===== config.mk =====
export PLATFORM = sky130hd
export DESIGN_NAME = pipeline_hazard_ctrl
export DESIGN_NICKNAME = d
export VERILOG_FILES = /design/src/rtl/pipe_ctrl_pkg.sv /design/src/rtl/pctrl_mdu_timer.sv /design/src/rtl/pipeline_hazard_ctrl.sv
export SDC_FILE = /design/constraint.sdc
export NUM_CORES = 1
export LEC_CHECK = 0
export BUFFER_PORTS_ARGS = -buffer_cell sky130_fd_sc_hd__buf_2
export CAP_MARGIN = 20
export CORE_MARGIN = 2
export CORE_UTILIZATION = 30
export CTS_CLUSTER_SIZE = 8
export DETAILED_ROUTE_END_ITERATION = 8
export MAX_ROUTING_LAYER = met4
export PLACE_DENSITY = 0.47
export SLEW_MARGIN = 20
export SYNTH_ARGS = -nofsm -noshare
export SYNTH_HDL_FRONTEND = slang
export SYNTH_SLANG_ARGS = --single-unit
export TNS_END_PERCENT = 1

===== constraint.sdc =====
create_clock -name clk -period 6.2 [get_ports clk]
set_input_delay 0.62 -clock clk [delete_from_list [all_inputs] [get_ports clk]]
set_output_delay 0.62 -clock clk [all_outputs]
set_load 0.05 [all_outputs]

===== src/rtl/pipe_ctrl_pkg.sv =====
// Shared types and defaults for the pipeline stall/flush sequencer.
package pipe_ctrl_pkg;

    typedef enum logic [1:0] {
        ST_RUN      = 2'd0,
        ST_MDU      = 2'd1,
        ST_MEMW     = 2'd2,
        ST_MDU_MEMW = 2'd3
    } pctrl_state_e;

    localparam int unsigned MDU_CYCLES_DEF  = 32;
    localparam int unsigned MEM_TIMEOUT_DEF = 255;

    // A register dependency only exists for a real (non-$zero) destination that the reader uses.
    function automatic logic reg_match(input logic use_r, input logic [4:0] src,
                                       input logic [4:0] dst);
        return use_r && (dst != 5'd0) && (dst == src);
    endfunction

endpackage


===== src/rtl/pctrl_mdu_timer.sv =====
// Down-counter for MDU hold cycles: load, decrement, saturate at zero.
module pctrl_mdu_timer #(
    parameter int unsigned WIDTH    = 5,
    parameter int unsigned LOAD_VAL = 31
) (
    input  logic clk,
    input  logic rst,
    input  logic load,
    input  logic dec,
    output logic zero
);

    logic [WIDTH-1:0] cnt;

    always_ff @(posedge clk or posedge rst) begin
        if (rst) begin
            cnt <= '0;
        end else if (load) begin
            cnt <= WIDTH'(LOAD_VAL);
        end else if (dec && (cnt != '0)) begin
            cnt <= cnt - 1'b1;
        end
    end

    assign zero = (cnt == '0);

endmodule


===== src/rtl/pipeline_hazard_ctrl.sv =====
// Stall/flush sequencer for the 5-stage pipeline: load-use, MDU hold, memory waits, branch kill.
module pipeline_hazard_ctrl
    import pipe_ctrl_pkg::*;
#(
    parameter int unsigned MDU_CYCLES  = MDU_CYCLES_DEF,
    parameter int unsigned MEM_TIMEOUT = MEM_TIMEOUT_DEF
) (
    input  logic        clk,
    input  logic        rst,
    input  logic [4:0]  id_Rs,
    input  logic [4:0]  id_Rt,
    input  logic        id_use_rs,
    input  logic        id_use_rt,
    input  logic        ex_MemRead,
    input  logic [4:0]  ex_wreg,
    input  logic        ex_branch_taken,
    input  logic        ex_mdu_start,
    input  logic        mem_req,
    input  logic        mem_ack,
    output logic        stall_pc,
    output logic        stall_if_id,
    output logic        stall_id_ex,
    output logic        stall_ex_mem,
    output logic        flush_if_id,
    output logic        flush_id_ex,
    output logic        flush_ex_mem,
    output logic        flush_mem_wb,
    output logic        mdu_done,
    output logic        mem_timeout,
    output logic [31:0] perf_stall_cnt
);

    localparam int unsigned CNT_W  = $clog2(MDU_CYCLES);
    localparam int unsigned WAIT_W = $clog2(MEM_TIMEOUT + 1);

    pctrl_state_e      state_q, state_d;
    logic              kill_pend_q;
    logic [WAIT_W-1:0] wait_cnt_q;

    logic mem_hold, load_use, ex_hold, mdu_busy, mdu_zero, mdu_load;
    logic front_stall, kill_set;

    pctrl_mdu_timer #(
        .WIDTH    (CNT_W),
        .LOAD_VAL (MDU_CYCLES - 1)
    ) u_mdu_timer (
        .clk  (clk),
        .rst  (rst),
        .load (mdu_load),
        .dec  (mdu_busy),
        .zero (mdu_zero)
    );

    always_comb begin
        mem_hold    = mem_req & ~mem_ack;
        load_use    = ex_MemRead & (reg_match(id_use_rs, id_Rs, ex_wreg) |
                                    reg_match(id_use_rt, id_Rt, ex_wreg));
        mdu_busy    = (state_q == ST_MDU) || (state_q == ST_MDU_MEMW);
        mdu_load    = (state_q == ST_RUN) & ex_mdu_start & ~mem_hold;
        ex_hold     = mdu_load | (mdu_busy & ~mdu_zero) | (state_q == ST_MDU_MEMW);
        front_stall = mem_hold | ex_hold | load_use;
        kill_set    = ex_branch_taken & load_use & ~mem_hold & ~ex_hold;
    end

    // All control outputs are forced low while reset is held.
    always_comb begin
        stall_pc     = ~rst & front_stall;
        stall_if_id  = ~rst & front_stall;
        stall_id_ex  = ~rst & (mem_hold | ex_hold);
        stall_ex_mem = ~rst & mem_hold;
        flush_mem_wb = ~rst & mem_hold;
        flush_ex_mem = ~rst & ex_hold & ~mem_hold;
        flush_id_ex  = ~rst & load_use & ~mem_hold & ~ex_hold;
        flush_if_id  = ~rst & (ex_branch_taken | kill_pend_q) & ~front_stall;
        mdu_done     = ~rst & (state_q == ST_MDU) & mdu_zero & ~mem_hold;
    end

    always_comb begin
        state_d = state_q;
        case (state_q)
            ST_RUN: begin
                if (mem_hold)          state_d = ST_MEMW;
                else if (ex_mdu_start) state_d = ST_MDU;
            end
            ST_MDU: begin
                if (mem_hold)      state_d = ST_MDU_MEMW;
                else if (mdu_zero) state_d = ST_RUN;
            end
            ST_MDU_MEMW: if (!mem_hold) state_d = ST_MDU;
            ST_MEMW:     if (!mem_hold) state_d = ST_RUN;
            default:     state_d = ST_RUN;
        endcase
    end

    always_ff @(posedge clk or posedge rst) begin
        if (rst) begin
            state_q        <= ST_RUN;
            kill_pend_q    <= 1'b0;
            wait_cnt_q     <= '0;
            mem_timeout    <= 1'b0;
            perf_stall_cnt <= '0;
        end else begin
            state_q <= state_d;

            // Branch left EX while IF/ID was held: its kill is owed to the next free cycle.
            if (flush_if_id)   kill_pend_q <= 1'b0;
            else if (kill_set) kill_pend_q <= 1'b1;

            if (mem_hold) begin
                if (wait_cnt_q != WAIT_W'(MEM_TIMEOUT)) wait_cnt_q <= wait_cnt_q + 1'b1;
                if (wait_cnt_q >= WAIT_W'(MEM_TIMEOUT - 1)) mem_timeout <= 1'b1;
            end else begin
                wait_cnt_q <= '0;
            end

            if (stall_pc) perf_stall_cnt <= perf_stall_cnt + 32'd1;
        end
    end

endmodule


# Yosys cells after proc, flatten, opt, wreduce, memory -nomap -nowiden
# Cells that the tools add are included.
[totals] ramBits=0 mem_count=0 regBits=49 romBits=0 latch_bits=0 word_cells=81 in_bits=24 out_inout_bits=42
[classes] div=0 n_addsub=3 n_mul=0 magnitude_cmp=1 n_eq_ne=11 n_mux=13 n_bitwise=33 n_shift=0 reduce_logical=14
[op_table] op="$add 32x1->32 const B" n=1
[op_table] op="$and 1x1->1" n=21
[op_table] op="$mux 8" n=2
[op_table] op="$mux 2" n=6
[op_table] op="$eq 5x5->1" n=2
[op_table] op="$mux 5" n=2
[op_table] op="$reduce_bool 5->1" n=2
[op_table] op="$add 8x1->8 const B" n=1
[op_table] op="$ge 8x8->1 const B" n=1
[op_table] op="$ne 8x8->1 const B" n=1
[op_table] op="$pmux 2 s4" n=1
[op_table] op="$ne 3x3->1 const B" n=2
[op_table] op="$not 1->1" n=6
[op_table] op="$or 1x1->1" n=6
[op_table] op="$logic_and 1x1->1" n=5
[op_table] op="$logic_not 5->1" n=1
[op_table] op="$sub 5x1->5 const B" n=1
[op_table] op="$eq 2x2->1 const B" n=2
[op_table] op="$ne 2x2->1 const B" n=2
[op_table] op="$reduce_and 4->1" n=1
[op_table] op="$reduce_bool 2->1" n=2
[op_table] op="$eq 2x1->1 const B" n=1
[op_table] op="$logic_not 2->1" n=1
[op_table] op="$mux 1" n=2
[op_table] op="3 further kinds" n=3

# Depth between registers and ports, before layout
# Gate-level depths: netlist of the first run.
[logic_depth] ltp_word=11 mapped_depth=9 depth_no_buf=8

# Modules after synthesis
# Synthesis of the first run repeated with hierarchy kept, for this count alone.
[hier_totals] cells_unflattened=249 hier_area_um2=2618.8
[by_module_without_submodules] module="pipeline_hazard_ctrl" area_each_um2=2348.5 instances=1 cells_per_inst=224
[by_module_without_submodules] module="pctrl_mdu_timer" area_each_um2=270.3 instances=1 cells_per_inst=25

# Worst setup path before layout of the first run
# No wires, ideal clock.
[synth_timing] path_kind="input to output" start="input ex_wreg[1]" end="output flush_if_id" arrival_ns=2.640 slack_ns=2.940 n_path_buf=0 required_time_ns=5.580 path_stages=6 cell_sequence="or4_1 > o21ai_1 > inv_1 > nand2_1 > o21ai_0 > nor3_1"
[synth_between] elab_chain_cells=8 word_cells_on_any_way=12 classes_between="eq/ne: 2; bitwise: 5; reduce/logical: 5"
[synth_lines] element="start, declared" line_no="pipeline_hazard_ctrl.sv:15" source="input logic [4:0] ex_wreg,"
[synth_lines] element="$reduce_bool 5->1" line_no="pipe_ctrl_pkg.sv:17" source="return use_r && (dst != 5'd0) && (dst == src);"
[synth_lines] element="$logic_and 1x1->1 (2 in series)" line_no="pipe_ctrl_pkg.sv:17"
[synth_lines] element="$or 1x1->1 *" line_no="pipeline_hazard_ctrl.sv:56" source="load_use = ex_MemRead & (reg_match(id_use_rs, id_Rs, ex_wreg) |"
[synth_lines] element="$and 1x1->1 *" line_no="pipeline_hazard_ctrl.sv:56"
[synth_lines] element="$or 1x1->1 *" line_no="pipeline_hazard_ctrl.sv:61" source="front_stall = mem_hold | ex_hold | load_use;"
[synth_lines] element="$not 1->1 *" line_no="pipeline_hazard_ctrl.sv:74" source="flush_if_id = ~rst & (ex_branch_taken | kill_pend_q) & ~front_stall;"
[synth_lines] element="$and 1x1->1 *" line_no="pipeline_hazard_ctrl.sv:74"
[synth_lines] element="end, declared" line_no="pipeline_hazard_ctrl.sv:24" source="output logic flush_if_id,"
# Every way passes the cells marked *; elsewhere a longest branch is shown, timed or not.

# Final worst setup path of the first run
[layout_timing] start="register u_mdu_timer.cnt[0]" end="output stall_pc"
[layout_between] elab_chain_cells=8
[layout_lines] element="start, declared" line_no="pctrl_mdu_timer.sv:13" source="logic [WIDTH-1:0] cnt;"
[layout_lines] element="start signal, assigned" line_no="pctrl_mdu_timer.sv:19" source="cnt <= WIDTH'(LOAD_VAL);"
[layout_lines] element="start signal, assigned" line_no="pctrl_mdu_timer.sv:21" source="cnt <= cnt - 1'b1;"
[layout_lines] element="$logic_not 5->1" line_no="pctrl_mdu_timer.sv:25" source="assign zero = (cnt == '0);"
[layout_lines] element="$not 1->1" line_no="pipeline_hazard_ctrl.sv:60" source="ex_hold = mdu_load | (mdu_busy & ~mdu_zero) | (state_q == ST_MDU_MEMW);"
[layout_lines] element="$and 1x1->1" line_no="pipeline_hazard_ctrl.sv:60"
[layout_lines] element="$or 1x1->1 (2 in series)" line_no="pipeline_hazard_ctrl.sv:60"
[layout_lines] element="$or 1x1->1 (2 in series)" line_no="pipeline_hazard_ctrl.sv:61"
[layout_lines] element="$and 1x1->1" line_no="pipeline_hazard_ctrl.sv:67" source="stall_pc = ~rst & front_stall;"
[layout_lines] element="end, declared" line_no="pipeline_hazard_ctrl.sv:20" source="output logic stall_pc,"
# No other way between the ends.

==> impl_metrics.ini, run 1 <==
[run_status]
result_of_the_run = completed

[pwr]
cellLeakagePower_nw = 1.460
ir_drop_v = 0.0001159
switching_power_as_a_share_of_total_power = 0.4109
share_seq_of_total_power = 0.423
switching_power_w = 0.0004325
cellPowerDensity_mw_per_mm2 = 336.1
int_power_w = 0.0006202
power.share.combinational = 0.348
clkPwrFrac = 0.229

[routing]
detail_route.drc_violations = 0
detail-route-antenna-nets = 0
drtPass1Iterations = 4
wire_length_after_detailed_routing_um = 5606
detail_route.iter0.violations = 71
post_drt_via_cell_ratio = 4.659
routed-via-count = 1980
detail_route.wl_per_cell_um = 13.19

[synth]
syn_area_mm2 = 0.002600
synth_async_sr_flop_share = 1.000
synth_edf_count = 0
synth.yosys.seq_area_share = 0.4716
netlist_top_cells_area = dfrtp_1 (47%), xor2_1 (9.4%), xnor2_1 (6.4%)
syn_avg_cell_area_um2 = 10.20
yosys.area.top_type = dfrtp_1
mappedNetlistNets = 284
synth.ff_latch_count = 49
yosys_warnings = 0
syn_inst = 255
synth_ff_type = dfrtp_1
synth_cell_type_count = 44
yosysTopAreaCellShare = 0.4716

[finish]
layout-drive-gt1-share = 0.2688
layout_commonest_cell = buf_2
n_antenna_cell = 0
flow.area_growth_from_synthesis_pct = 20.45
sequential_cell_area_mm2 = 0.001226
num-nets-final = 348
area_of_the_multi_input_gates_mm2 = 0.001280
post-route-util = 0.3774
layout_common_cells = buf_2 (65), dfrtp_1 (49), xor2_1 (28)
num-fill-cells = 842

[min_path]
holdPathEnd = mem_timeout
min-delay-path-class = reg2reg
whs_path_depth = 1
holdCritStartpoint = mem_timeout

[clock_tree]
cts_root_buf = clkbuf_8
cts_resized = 0
clock_latency_at_the_later_pin_of_the_worst_skew_pair_ns = 0.30
clkSlewWorstSetupHoldPaths_ns = 0.09
tritoncts = done
clock_sinks = 49
htreeDepth = 2
postCtsHoldBufs = 0
cts_inserted_buffers = 5
postCtsSetupRepairBufs = 0
clockBufferDepth = 2

[timing]
fin_setup_tns_ns = 0
timing.clock.skew_ns = 0.006039
timing.max_slew.rel_slack = 0.3032
worstMarginPinSlew_ns = 1.045
finalSetupViolCount = 0
timing.fmax_ghz = 0.3220
slew_violations = 0
layout_worst_path_cycle_share = 0.5009
rsz_0062_raised_after_global_routing = no
final_hold_viol_count = 0
finalCriticalPeriod_ns = 3.106

[global_route]
gr-usage-all-layers = 0.1298
grt_pass1_vias = 1982
grt_start_max_net_pins = 50
grt.overflow.total = 0
grt_pass1_wl_um = 9798
antenna_found_initial = 0

[floorplanning]
placeableCoreArea_mm2 = 0.008299
die-height_um = 97.10
fp.dieArea_mm2 = 0.009427
floorplan.io_pins = 66
row_count = 33
fp.dieW_um = 97.10
initial_utilization = 0.3133

[setup_path]
critical_path_required_ns = 5.58
r2r_setup_slack_ns = 3.38
worstRegToRegCells = 8
crit_arrival_ns = 2.49
cp-start-kind = register
worst_r2r_startpoint = u_mdu_timer.cnt[0]
kind_of_end_point_of_the_critical_path = output port
worstPathMaxFanout = 8
setup.worst_path.class = reg2out
rr_endpoint = perf_stall_cnt[28]

[placed_design]
hpwl_um = 4064
port_buffers = 65
finalWeightedCongestion = 0.7346

[job]
maxCapViolCount = 0
==> sequential cells by signal, summed over array words and instances, names as in the netlist <==
| name | flops |
|---|---|
| state_q | 2 |
| perf_stall_cnt | 32 |
| wait_cnt_q | 8 |
| u_mdu_timer.cnt | 5 |
| kill_pend_q | 1 |
| mem_timeout | 1 |
==> through the flow <==
step | hold slack [ns] | power, W | setup slack (ns) | instances | area (µm²)
finish | 0.4768 | 0.001053 | 3.094 | 425 | 3132
floorplan | 0.4466 | 0.0007291 | 2.940 | 255 | 2600
global route | 0.5006 | 0.001121 | 2.960 | 425 | 3132
CTS | 0.4874 | 0.001068 | 3.054 | 425 | 3132
detailed placement | 0.4666 | 0.0008227 | 3.188 | 417 | 3012
global placement | 0.4582 | 0.0008183 | 3.306 | 417 | 3012
==> layer usage <==
layer  part of all wire  wire length, µm  global-route usage
met5                  0                0                   -
met4              0.015               82             0.04225
met3              0.044              245             0.02878
met2               0.45             2496              0.1971
met1               0.50             2782              0.1734
==> synth_stat cells (4+ instances only) <==
cell and number:
o21ai_0 5, nor4b_1 4, xnor2_1 19, xor2_1 28
a31oi_1 5, nor3b_1 5, dfrtp_1 49, nor4_1 4
nor2_1 20, inv_1 11, clkbuf_1 4, and3_1 6
nand3_1 13, nor3_1 14, nand2_1 23, nand4_1 4
ha_1 5
==> critical path: stages, from the launching register on <==
cell and delay [ns]:
dfrtp_1 0.41, inv_1 0.10, ha_1 0.14, or4b_4 0.50, o21ai_4 0.22, nand3_4 0.14
a21oi_4 0.32, nor2_2 0.12, buf_2 0.24
==> cell type report <==
type / count / share of cell area
multi-input combinational: 186 / 0.4087
sequential: 49 / 0.3915
timing repair buffer: 66 / 0.1063
tap: 105 / 0.04195
clock buffer: 6 / 0.02637
inverter: 11 / 0.01318
clock inverter: 2 / 0.01199
==> power groups by stage <==
stage	combinational, W	sequential, W	clock (W)
global route	0.000398	0.000459	0.000264
global placement	0.000367	0.000451	0
finish	0.000367	0.000445	0.000241
CTS	0.000372	0.000446	0.000251
floorplan	0.000170	0.000559	0
detailed placement	0.000372	0.000451	0
==> logic make-up after synthesis <==
group,Yosys count,share of synthesized area
and+or+nand+nor,109,0.2329
DFF,49,0.4716
xor gates and xnor gates,47,0.1583
buffers and inverters,20,0.03609
AOI/OAI and AO/OA,24,0.07122
muxes,1,0.005773
adders and majority gates,5,0.02406
==> worst max path at each step <==
stage | startpoint | depth (start not counted) | end | slack, ns
CTS | u_mdu_timer.cnt[0] | 8 | stall_pc | 3.05
detailed placement | ex_wreg[1] | 7 | perf_stall_cnt[30] | 3.19
global route | u_mdu_timer.cnt[0] | 8 | stall_pc | 2.96
global placement | ex_wreg[1] | 8 | flush_if_id | 3.31
finish | u_mdu_timer.cnt[0] | 8 | stall_pc | 3.09
floorplan | ex_wreg[1] | 6 | flush_if_id | 2.94
(Power assumes the default switching activity.)
==> run 2: changes to the inputs <==
- PLACE_DENSITY: 0.47 -> 0.49
- clock period: 6.2 -> 2.7 ns (I/O delays scaled with it)
==> impl_metrics.ini, run 2 (same netlist as run 1, synthesis figures left out) <==
[placed_design]
port_buffers = 65
finalWeightedCongestion = 0.7299
dpl_cell_area_mm2 = 0.003047
place.detailed.instances = 421
hpwl_um = 4055

[clock_tree]
cts_inserted_buffers = 5
clockBufferDepth = 2
clock_sinks = 49
cts_root_buf = clkbuf_8
clkSlewWorstSetupHoldPaths_ns = 0.10
htreeDepth = 2
clock_latency_at_the_later_pin_of_the_worst_skew_pair_ns = 0.30
tritoncts = done

[finish]
design_area_mm2 = 0.003151
layout_commonest_cell = buf_2
post_layout_nonfiller_instances = 431
num-fill-cells = 857
flow.area_growth_from_synthesis_pct = 21.17
num-nets-final = 354
n_antenna_cell = 0
number_of_flip_flops_in_the_largest_register = 32
layout_common_cells = buf_2 (64), dfrtp_1 (49), xor2_1 (28)
layout_top_registers = perf_stall_cnt (32), wait_cnt_q (8), u_mdu_timer.cnt (5)
largest_register = perf_stall_cnt
layout-drive-gt1-share = 0.2822

[pwr]
cellLeakagePower_nw = 1.477
cellPowerDensity_mw_per_mm2 = 734.2
ir_drop_v = 0.0004542

[floorplanning]
initial_utilization = 0.3133
die-height_um = 97.10
fp.dieArea_mm2 = 0.009427
fp.dieW_um = 97.10
placeableCoreArea_mm2 = 0.008299
row_count = 33
floorplan.io_pins = 66

[routing]
routed-via-count = 2047
detail-route-antenna-nets = 0
post_drt_via_cell_ratio = 4.749
dr_wl_met2_um = 2489
detail_route.wl_per_cell_um = 12.83
top_signal_layer_used = met4
met1_length_um = 2696
routed_wl_met3_um = 259
drtPass1Iterations = 4
wire_length_after_detailed_routing_um = 5529
detail_route.drc_violations = 0
detail_route.iter0.violations = 47

[global_route]
gr-usage-all-layers = 0.1235
grt_pass1_vias = 1971
antenna_found_initial = 0
grt_start_max_net_pins = 50
grt.overflow.total = 0
grt_pass1_wl_um = 9418

[timing]
timing.clock.skew_ns = 0.008145
slew_violations = 0
timing.fmax_ghz = 0.3926
worstMarginPinSlew_ns = 0.6222
layout_worst_path_cycle_share = 0.9434
finalCriticalPeriod_ns = 2.547
timing.max_slew.rel_slack = 0.5852
final_hold_viol_count = 0
finalSetupViolCount = 0

[setup_path]
crit_path_launch = u_mdu_timer.cnt[0]
worst_r2r_startpoint = u_mdu_timer.cnt[0]
critical_path_required_ns = 2.43
worstPathMaxFanout = 5
setup.worst_path.class = reg2out
cp-start-kind = register
kind_of_end_point_of_the_critical_path = output port
crit_arrival_ns = 2.28

[min_path]
min-delay-path-class = in2reg
holdCritStartpoint = ex_branch_taken

[run_status]
result_of_the_run = completed

[job]
maxCapViolCount = 0
run 2: cell type report:
cell class | instances | area [µm²] | share of cell area
clock buffers | 6 | 72.57 | 0.02303
clock inverters | 2 | 13.76 | 0.004369
inverters | 11 | 41.29 | 0.01311
multi-input cells | 186 | 1285 | 0.4079
flip-flops and latches | 49 | 1226 | 0.3892
well taps | 105 | 131.4 | 0.04170
repair buffers | 72 | 380.4 | 0.1207
run 2: path summary, 6_finish.rpt:
kind / depth (start not counted) / slack, ns / endpoint
setup / recovery: 8 / 0.15 / stall_pc
hold / removal: 3 / 0.26 / kill_pend_q
setup reg to reg: 9 / 0.46 / perf_stall_cnt[31]
hold reg to reg: 1 / 0.47 / perf_stall_cnt[31]
max in group asynchronous: 3 / 1.95 / mem_timeout
min in group asynchronous: 3 / 0.34 / u_mdu_timer.cnt[0]
run 2: critical path: stages, from the launching register on:
cell and delay, ns:
dfrtp_1 0.40, inv_1 0.09, ha_1 0.14, or4b_4 0.50
o21ai_4 0.20, nand3_4 0.13, a21oi_4 0.19, nor2_2 0.09
buf_2 0.23
run 2: per-layer routing:
layer	up-vias	GRT usage
met1	975	0.1609
met2	50	0.1891
li1	1018	-
met5	-	-
met4	0	0.04225
met3	4	0.03022
run 2: what timing repair did:
item	in CTS	in global routing
setup buffers	0	2
endpoints found under the setup margin	0	3
hold buffers	0	0
resized for setup	0	1
run 2: through the flow:
step           total power [W]  setup WS [ns]  utilization  setup TNS (ns)  hold WS (ns)
6_report              0.002313         0.1528       0.3796               0        0.2623
5_1_grt               0.002450      -0.008520       0.3796       -0.008520        0.2753
4_1_cts               0.002336        0.04260       0.3775               0        0.2619
3_5_place_dp          0.001886         0.3990       0.3671               0        0.4567
3_3_place_gp          0.001876         0.4275       0.3671               0        0.4544
2_1_floorplan         0.001675       -0.05058            -         -0.1012        0.4462
run 2: report_power, final:
part / total [W] / internal (W) / switching [W]
combinational: 0.000857 / 0.000273 / 0.000584
sequential: 0.00102 / 0.000863 / 0.000152
clock: 0.000441 / 0.000185 / 0.000255
total: 0.00231 / 0.00132 / 0.000992
==> run 3: changes to the inputs <==
- CORE_UTILIZATION: 30 -> 46
- PLACE_DENSITY: 0.49 -> 0.7
==> impl_metrics.ini, run 3 (same netlist as run 1, synthesis figures left out) <==
[routing]
routed-via-count = 2052
detail_route.wl_per_cell_um = 13.06
detail_route.iter0.violations = 94
wire_length_after_detailed_routing_um = 5170
dr_wl_met2_um = 2392
top_signal_layer_used = met4
routed_wl_met3_um = 239
detail-route-antenna-nets = 0
detail_route.drc_violations = 0
met1_length_um = 2475
drtPass1Iterations = 4
post_drt_via_cell_ratio = 5.182

[finish]
num-fill-cells = 512
post_layout_nonfiller_instances = 396
post-route-util = 0.5668
layout_commonest_cell = buf_2
n_antenna_cell = 0
number_of_flip_flops_in_the_largest_register = 32
layout_top_registers = perf_stall_cnt (32), wait_cnt_q (8), u_mdu_timer.cnt (5)
num-nets-final = 352
largest_register = perf_stall_cnt
flow.area_growth_from_synthesis_pct = 19.30
layout-drive-gt1-share = 0.2809
layout_common_cells = buf_2 (63), dfrtp_1 (49), xor2_1 (28)

[setup_path]
cp-start-kind = register
crit_arrival_ns = 2.26
crit_path_top_delay_cell = or4b_4
path_cells = inv_1 > ha_1 > or4b_4 > o21ai_4 > nand3_4 > nor3_1 > clkbuf_4
critPathBufInv = 2
worstPathMaxFanout = 5
setup.worst_path.class = reg2out
kind_of_end_point_of_the_critical_path = output port
critical-path-max-stage-delay_ns = 0.50
critical_path_required_ns = 2.43
cp_top_family = simple AND/OR/NAND/NOR gates

[timing]
worstMarginPinSlew_ns = 0.6026
layout_worst_path_cycle_share = 0.9384
timing.max_slew.rel_slack = 0.5982
timing.fmax_ghz = 0.3947
slew_violations = 0
rsz_0062_raised_after_global_routing = no
finalCriticalPeriod_ns = 2.534
finalWorstSetupSlack_ns = 0.1664
finalSetupViolCount = 0
hold_slack_ns = 0.2932
final_hold_viol_count = 0
timing.clock.skew_ns = 0.007262

[clock_tree]
htreeDepth = 2
cts_inserted_buffers = 5
clkSlewWorstSetupHoldPaths_ns = 0.09
clock_sinks = 49
postCtsSetupRepairBufs = 0
cts_root_buf = clkbuf_8
tritoncts = done
clockBufferDepth = 2
clock_latency_at_the_later_pin_of_the_worst_skew_pair_ns = 0.30

[global_route]
grt_pass1_wl_um = 8887
antenna_found_initial = 0
grt_start_max_net_pins = 50
grt_pass1_vias = 1930
grt.overflow.total = 0
gr-usage-all-layers = 0.1823

[pwr]
cellPowerDensity_mw_per_mm2 = 745.4
post-layout-total-power_w = 0.002312
cellLeakagePower_nw = 1.458
ir_drop_v = 0.0005844

[placed_design]
port_buffers = 65
worst_setup_slack_before_clock_tree_synthesis_ns = 0.4677
place.detailed.instances = 388
finalWeightedCongestion = 0.7933
hpwl_um = 3822

[floorplanning]
floorplan.io_pins = 66
placeableCoreArea_mm2 = 0.005473
fp.dieW_um = 79.18
fp.dieArea_mm2 = 0.006269
initial_utilization = 0.4751
row_count = 27
die-height_um = 79.18

[job]
maxCapViolCount = 0

[run_status]
result_of_the_run = completed

[min_path]
min-delay-path-class = in2reg
==> run 3: changes by cell type in the layout (fill, tap and decap cells not counted), sizes merged <==
| cell | change |
|---|---|
| buf | -3 |
| clkinv | -1 |
| clkinvlp | +3 |
| inv | -1 |
==> run 3: routing by layer <==
metal | vias to the layer above | global-route usage
met3 | 7 | 0.03182
met5 | - | -
li1 | 1016 | -
met4 | 0 | 0.05172
met2 | 52 | 0.2898
met1 | 977 | 0.2418
==> run 3: worst paths after layout <==
path / start / endpoint / slack, ns / cells past startpoint
max: u_mdu_timer.cnt[0] / flush_id_ex / 0.17 / 7
min: ex_branch_taken / kill_pend_q / 0.29 / 3
max reg2reg: u_mdu_timer.cnt[0] / perf_stall_cnt[29] / 0.44 / 9
min reg2reg: perf_stall_cnt[31] / perf_stall_cnt[31] / 0.47 / 1
max in group asynchronous: rst / state_q[1] / 1.97 / 3
min in group asynchronous: rst / u_mdu_timer.cnt[3] / 0.33 / 3
==> run 3: report_power, final <==
group	switching, W	internal [W]
sequential	0.000155	0.000863
combinational	0.000591	0.000268
clock	0.000253	0.000182
total	0.000999	0.00131
==> run 3: worst reg2reg max path, cell delays in order (launching register included) <==
cell	delay [ns]
dfrtp_1	0.41
inv_1	0.10
ha_1	0.14
or4b_4	0.50
o21ai_4	0.22
nand3_4	0.14
a32oi_2	0.21
buf_4	0.20
nor4b_1	0.08
xor2_1	0.15
==> run 3: timing repair <==
action,CTS,global route
setup endpoints to repair,0,2
hold buffers,0,0
resized for setup,0,2
==> run 3: area by class of cell <==
type	count	area, µm²	area share
Clock buffer	5	68.82	0.02219
Clock inverter	3	22.52	0.007261
Inverter	11	41.29	0.01331
Multi-Input combinational cell	186	1285	0.4143
Sequential cell	49	1226	0.3953
Tap cell	72	90.09	0.02904
Timing Repair Buffer	70	367.9	0.1186
==> run 3: metrics by stage <==
| stage | area (µm²) | setup TNS, ns |
|---|---|---|
| final | 3102 | 0 |
| after detailed placement | 3005 | 0 |
| after CTS | 3097 | 0 |
| after floorplan | 2605 | -0.1012 |
| after global routing | 3102 | 0 |
| after global placement | 3005 | 0 |
